[src/rtl/wb_result_buffer.sv]
// In-order result FIFO between an execution unit's final stage and the writeback arbiter.
// The head entry is presented as wb_done/wb_id/wb_rd; a one-cycle wb_ack pops it.
module wb_result_buffer #(
   parameter int DEPTH = 2,
   parameter int ID_W  = 4,
   parameter int XLEN  = 32
) (
   input  logic                         clk,
   input  logic                         rst,
   input  logic                         result_valid,
   input  logic [ID_W-1:0]              result_id,
   input  logic [XLEN-1:0]              result_data,
   output logic                         result_ready,
   output logic                         wb_done,
   output logic [ID_W-1:0]              wb_id,
   output logic [XLEN-1:0]              wb_rd,
   input  logic                         wb_ack,
   output logic [$clog2(DEPTH+1)-1:0]   count
);

   localparam int AW = (DEPTH > 1) ? $clog2(DEPTH) : 1;
   localparam int CW = $clog2(DEPTH + 1);
   localparam logic [CW-1:0] FULL_COUNT = CW'(DEPTH);

   logic [ID_W-1:0] r_id_mem   [DEPTH];
   logic [XLEN-1:0] r_data_mem [DEPTH];
   logic [AW-1:0]   r_rd_ptr;
   logic [AW-1:0]   r_wr_ptr;
   logic [CW-1:0]   r_count;

   logic w_push;
   logic w_pop;

   // Ready depends only on registered occupancy, so a full buffer refuses
   // an offer even on the cycle its head is being acked.
   assign result_ready = (r_count != FULL_COUNT);
   assign wb_done      = (r_count != '0);
   assign wb_id        = r_id_mem[r_rd_ptr];
   assign wb_rd        = r_data_mem[r_rd_ptr];
   assign count        = r_count;

   assign w_push = result_valid & result_ready;
   assign w_pop  = wb_ack & wb_done;

   always_ff @(posedge clk or posedge rst) begin
      if (rst) begin
         r_rd_ptr <= '0;
         r_wr_ptr <= '0;
         r_count  <= '0;
      end else begin
         if (w_push) r_wr_ptr <= r_wr_ptr + 1'b1;
         if (w_pop)  r_rd_ptr <= r_rd_ptr + 1'b1;
         if (w_push && !w_pop)      r_count <= r_count + 1'b1;
         else if (w_pop && !w_push) r_count <= r_count - 1'b1;
      end
   end

   // Storage carries no reset; contents are meaningless while wb_done is low.
   always_ff @(posedge clk) begin
      if (w_push) begin
         r_id_mem[r_wr_ptr]   <= result_id;
         r_data_mem[r_wr_ptr] <= result_data;
      end
   end

endmodule

[config.mk]
export PLATFORM = sky130hd
export DESIGN_NAME = wb_result_buffer
export DESIGN_NICKNAME = d
export VERILOG_FILES = /design/src/rtl/wb_result_buffer.sv
export SDC_FILE = /design/constraint.sdc
export NUM_CORES = 1
export LEC_CHECK = 0
export CORE_AREA = 2 2 79 81
export DETAILED_ROUTE_END_ITERATION = 6
export DIE_AREA = 0 0 81 83
export PLACE_DENSITY = 0.92
export SETUP_SLACK_MARGIN = 0.05
export SLEW_MARGIN = 15
export SYNTH_ARGS = -nofsm -noshare
export SYNTH_HDL_FRONTEND = slang
export SYNTH_SLANG_ARGS = --single-unit
[constraint.sdc]
create_clock -name clk -period 8.3 [get_ports clk]
set_clock_uncertainty 0.2 [all_clocks]
set_input_delay 2.075 -clock clk [delete_from_list [all_inputs] [get_ports clk]]
set_output_delay 2.075 -clock clk [all_outputs]
set_load 0.01 [all_outputs]
## Word level (Yosys, flattened, before mapping)

Memory sizes are Yosys's and may differ from the RTL's.
Cells that the tools add are included.

| storage, ports and cells | value |
|---|---|
| input port bits | 40 |
| logic and storage cells | 22 |
| memories kept | 2 |
| output and inout bits | 40 |
| flip-flop bits (word level) | 4 |
| RAM bits | 72 |

| cells by class | value |
|---|---|
| equality and inequality tests | 1 |
| reductions and logical operators | 6 |
| mux-type cells | 4 |
| add/sub/neg operators | 4 |
| bitwise gates (word level) | 2 |

Memories:

| name | words | width | rd ports | clocked after Yosys merged registers in | write ports | RTL line | RTL |
|---|---|---|---|---|---|---|---|
| r_data_mem | 2 | 32 | 1 | 0 | 1 | 26 | `logic [XLEN-1:0] r_data_mem [DEPTH];` |
| r_id_mem | 2 | 4 | 1 | 0 | 1 | 25 | `logic [ID_W-1:0] r_id_mem [DEPTH];` |

Operators with widths:

| cell | count |
|---|---|
| $mux W2 | 2 |
| $reduce_bool A2 Y1 | 2 |
| $add A1 B1 Y1 const B | 2 |
| $add A2 B1 Y2 const B | 1 |
| $and A1 B1 Y1 | 2 |
| $logic_and A1 B1 Y1 | 2 |
| $logic_not A1 Y1 | 2 |
| $mux W1 | 2 |
| $ne A2 B2 Y1 const B | 1 |
| $sub A2 B1 Y2 const B | 1 |

## Logic depth before layout (Yosys ltp)

| logic depth | value |
|---|---|
| depth in word-level cells | 6 |
| depth in mapped cells | 7 |
| mapped depth without buffers | 7 |

## Least setup slack after synthesis

OpenSTA, ideal clock, no wires.

| timing path | value |
|---|---|
| path type | input to register |
| start point | input result_valid |
| end point | memory r_data_mem[0][0] (enable) |
| stages on the path | 2 |
| arrival time | 3.686 ns |
| library setup time | 0.429 ns |
| buffers on the path | 0 |
| slack | 3.985 ns |
| data required time | 7.671 ns |
| path through | nand2_1 -> nor2_1 |

| on the way | value |
|---|---|
| longest elaborated chain between the ends | 3 |

RTL lines:

| element | RTL line | RTL |
|---|---|---|
| from (decl) | 10 | `input logic result_valid,` |
| $and A1 B1 Y1 | 42 | `assign w_push = result_valid & result_ready;` |
| $mux W1 | 60 | `if (w_push) begin` |
| $mux W1 (not written as such) | 62 | `r_data_mem[r_wr_ptr] <= result_data;` |
| to (decl) | 26 |  |

No other way between the ends.

## Worst setup path in the final report

| timing path | value |
|---|---|
| start point | register r_rd_ptr |
| end point | output wb_rd[18] |

| on the way | value |
|---|---|
| longest elaborated chain between the ends | 1 |

RTL lines:

| element | RTL line | RTL |
|---|---|---|
| from (decl) | 27 | `logic [AW-1:0] r_rd_ptr;` |
| from (signal assigned) | 52 | `if (w_pop) r_rd_ptr <= r_rd_ptr + 1'b1;` |
| $mem_v2 Z2 W32 | n/a |  |
| to (decl) | 16 | `output logic [XLEN-1:0] wb_rd,` |

No other way between the ends.

==> results.toml <==
[floorplan]
fp.dieW_um = 81
die_h_um = 83
rows = 28
dieArea_sq_mm = 0.00672
ios = 80
initial_utilization_pct = 50.6
core_sq_mm = 0.00582

[drt]
vias = 1455
wl_per_cell_um = 17.7
via_per_inst = 4.90
drc = 0
drt-initial-drc-count = 54
drt_wl_total_um = 5240
drt-pass1-iter-count = 4
ant_nets = 0

[critical_path]
timing.rr.start = "count[0]"
critPathArrivalTime_ns = 2.38
crit_required_ns = 6.03
cp-start-kind = "register"
end_kind = "output pin"
cp_max_fo = 37
path_class = "reg -> out"
r2r-end = "r_data_mem[0][9]"
reg2reg_setup_slack_ns = 6.18
reg2reg_depth = 3

[cts]
clock_latency_ns = 0.33
path_clk_slew_ns = 0.07
cts_setup_buffers = 0
post_cts_resized = 0
cts_tree = "built"
cts_root_buffer = "clkbuf_8"
cts_buffers = 9
cts_max_level = 3
cts_hold_buf = 0
cts_sinks = 76
cts_buffer_depth = 2

[global_routing]
grt_pass1_wl_um = 7880
track_usage_pct = 16.6
grt_pass1_vias = 1564
grt_max_degree = 38
grt_overflow_total = 0
antenna_found_initial = 0

[finish]
diodes = 0
final_cell_mix = "79 x clkdlybuf4s50_1, 72 x edfxtp_1, 29 x mux2_4"
drive_gt1_share_pct = 23.9
nFillCells = 394
regArea_sq_mm = 0.00226
mostFrequentLayoutCell = "clkdlybuf4s50_1"
syn_to_final_growth_pct = 35.8
multi_input_area_sq_um = 613
nets = 258

[power_and_ir_drop]
swShare_pct = 26.3
p_sw_uw = 368
p_leak_nw = 1.46
p_comb_share_pct = 33.9
irDropWorstVdd_uv = 284
power.share.sequential_pct = 43.2
internal-power_mw = 1.03
p_per_area_mw_per_mm2 = 350
p_clk_share_pct = 22.9
finalPower_mw = 1.40

[sta]
relSlewSlack_pct = 27.5
hold_violations = 0
tightest_slew_ns = 1.09
drv_slew = 0
min_period_ns = 4.65
fmax_mhz = 215
setup_slack_ns = 3.65
fin_setup_tns_ns = 0
fin_crit_sh_pct = 56.0
setup_viol = 0
rsz0062_at_grt = "no"

[place]
gp_congestion = 0.741
port-buffer-count = 79
dp_hpwl_um = 3510
pre_cts_ws_ns = 4.01

[synthesis]
syn_area_sq_mm = 0.00295
synth_area_leader_cell = "edfxtp_1"
syn-instance-count = 131
ys_ff_latch = 76
post_synth_num_cell_types = 15
synth_top_area_share_pct = 73.4
avgSynthCellArea_sq_um = 22.5
syn-num-nets = 172
synthTopCellsByArea = "edfxtp_1 73%, mux2_4 15%, dfrtp_1 3.4%"
ys_warn_count = 0
yosysSeqAreaShare_pct = 76.8

[run_status]
outcome = "finished, final reports clean"

[hold_path]
hold_path.class = "reg -> reg"
whs_path_depth = 1
hold_path_startpoint = "count[1]"
min_to = "count[1]"

[flow_run]
cap_violations = 0
-- Yosys cell counts (all sizes together) --
library cell and n:
xor2 2, nand2b 1, nand2 2, dfrtp 4
mux2 36, and3 1, or2 1, buf 4
ha 1, xnor2 3, edfxtp 72, inv 2
nor2 2
-- logic make-up after synthesis --
logic type	after synthesis	synth area share (%)
buffers and inverters	6	2.68
xor gates and xnor gates	5	1.49
muxes	36	17.5
and+or+nand+nor	7	1.15
adders and majority gates	1	0.425
DFF	76	76.8
-- worst max-delay path, cell delays in order (launching register included) --
cell             delay (ns)
dfrtp_2                1.08
mux2_2                 0.43
clkdlybuf4s50_1        0.50
-- routing by layer --
layer,up-vias,part of all wire [%],wire (um),track usage [%]
met5,-,0,0,0
met2,57,55,2900,29.7
li1,673,-,-,-
met1,715,36,1900,16.9
met3,10,5.5,290,3.80
met4,0,2.9,151,10.2
-- registers in the layout (all words and copies together), names as in the netlist --
name and flops:
r_data_mem 64, r_id_mem 8, r_wr_ptr 1, r_rd_ptr 1
count 2
-- metrics by stage --
stage | cells | utilization (%) | hold WS, ns | cell area (sq um)
5_1_grt | 297 | 68.8 | 0.349 | 4000
3_5_place_dp | 281 | 64.8 | 0.328 | 3770
6_report | 297 | 68.8 | 0.345 | 4000
2_1_floorplan | 131 | - | 0.260 | 2950
4_1_cts | 297 | 68.8 | 0.342 | 4000
3_3_place_gp | 281 | 64.8 | 0.306 | 3770
-- power groups by stage --
stage	combinational, mW	clock, mW	sequential, mW
detailed placement	0.479	0	0.614
CTS	0.482	0.326	0.607
global placement	0.467	0	0.604
finish	0.475	0.320	0.604
floorplan	0.322	0	0.560
global route	0.504	0.341	0.616
-- how the worst max path moves through the flow --
stage,start,endpoint,slack [ns],depth (start not counted)
after global routing,r_rd_ptr,wb_rd[18],3.55,2
after floorplan,result_valid,r_data_mem[0][0],3.98,2
after detailed placement,r_rd_ptr,wb_rd[18],4.01,2
final,r_rd_ptr,wb_rd[18],3.65,2
after CTS,r_rd_ptr,wb_rd[18],3.63,2
after global placement,r_rd_ptr,wb_rd[31],4.06,2
-- final cells by class --
type	count	share of cell area, %
Multi-Input combinational cell	49	15.3
Clock buffer	11	3.28
Inverter	2	0.188
Sequential cell	76	56.6
Timing Repair Buffer	79	19.8
Tap cell	75	2.35
Clock inverter	5	2.50
No activity file was read; power rests on OpenSTA's default activity.
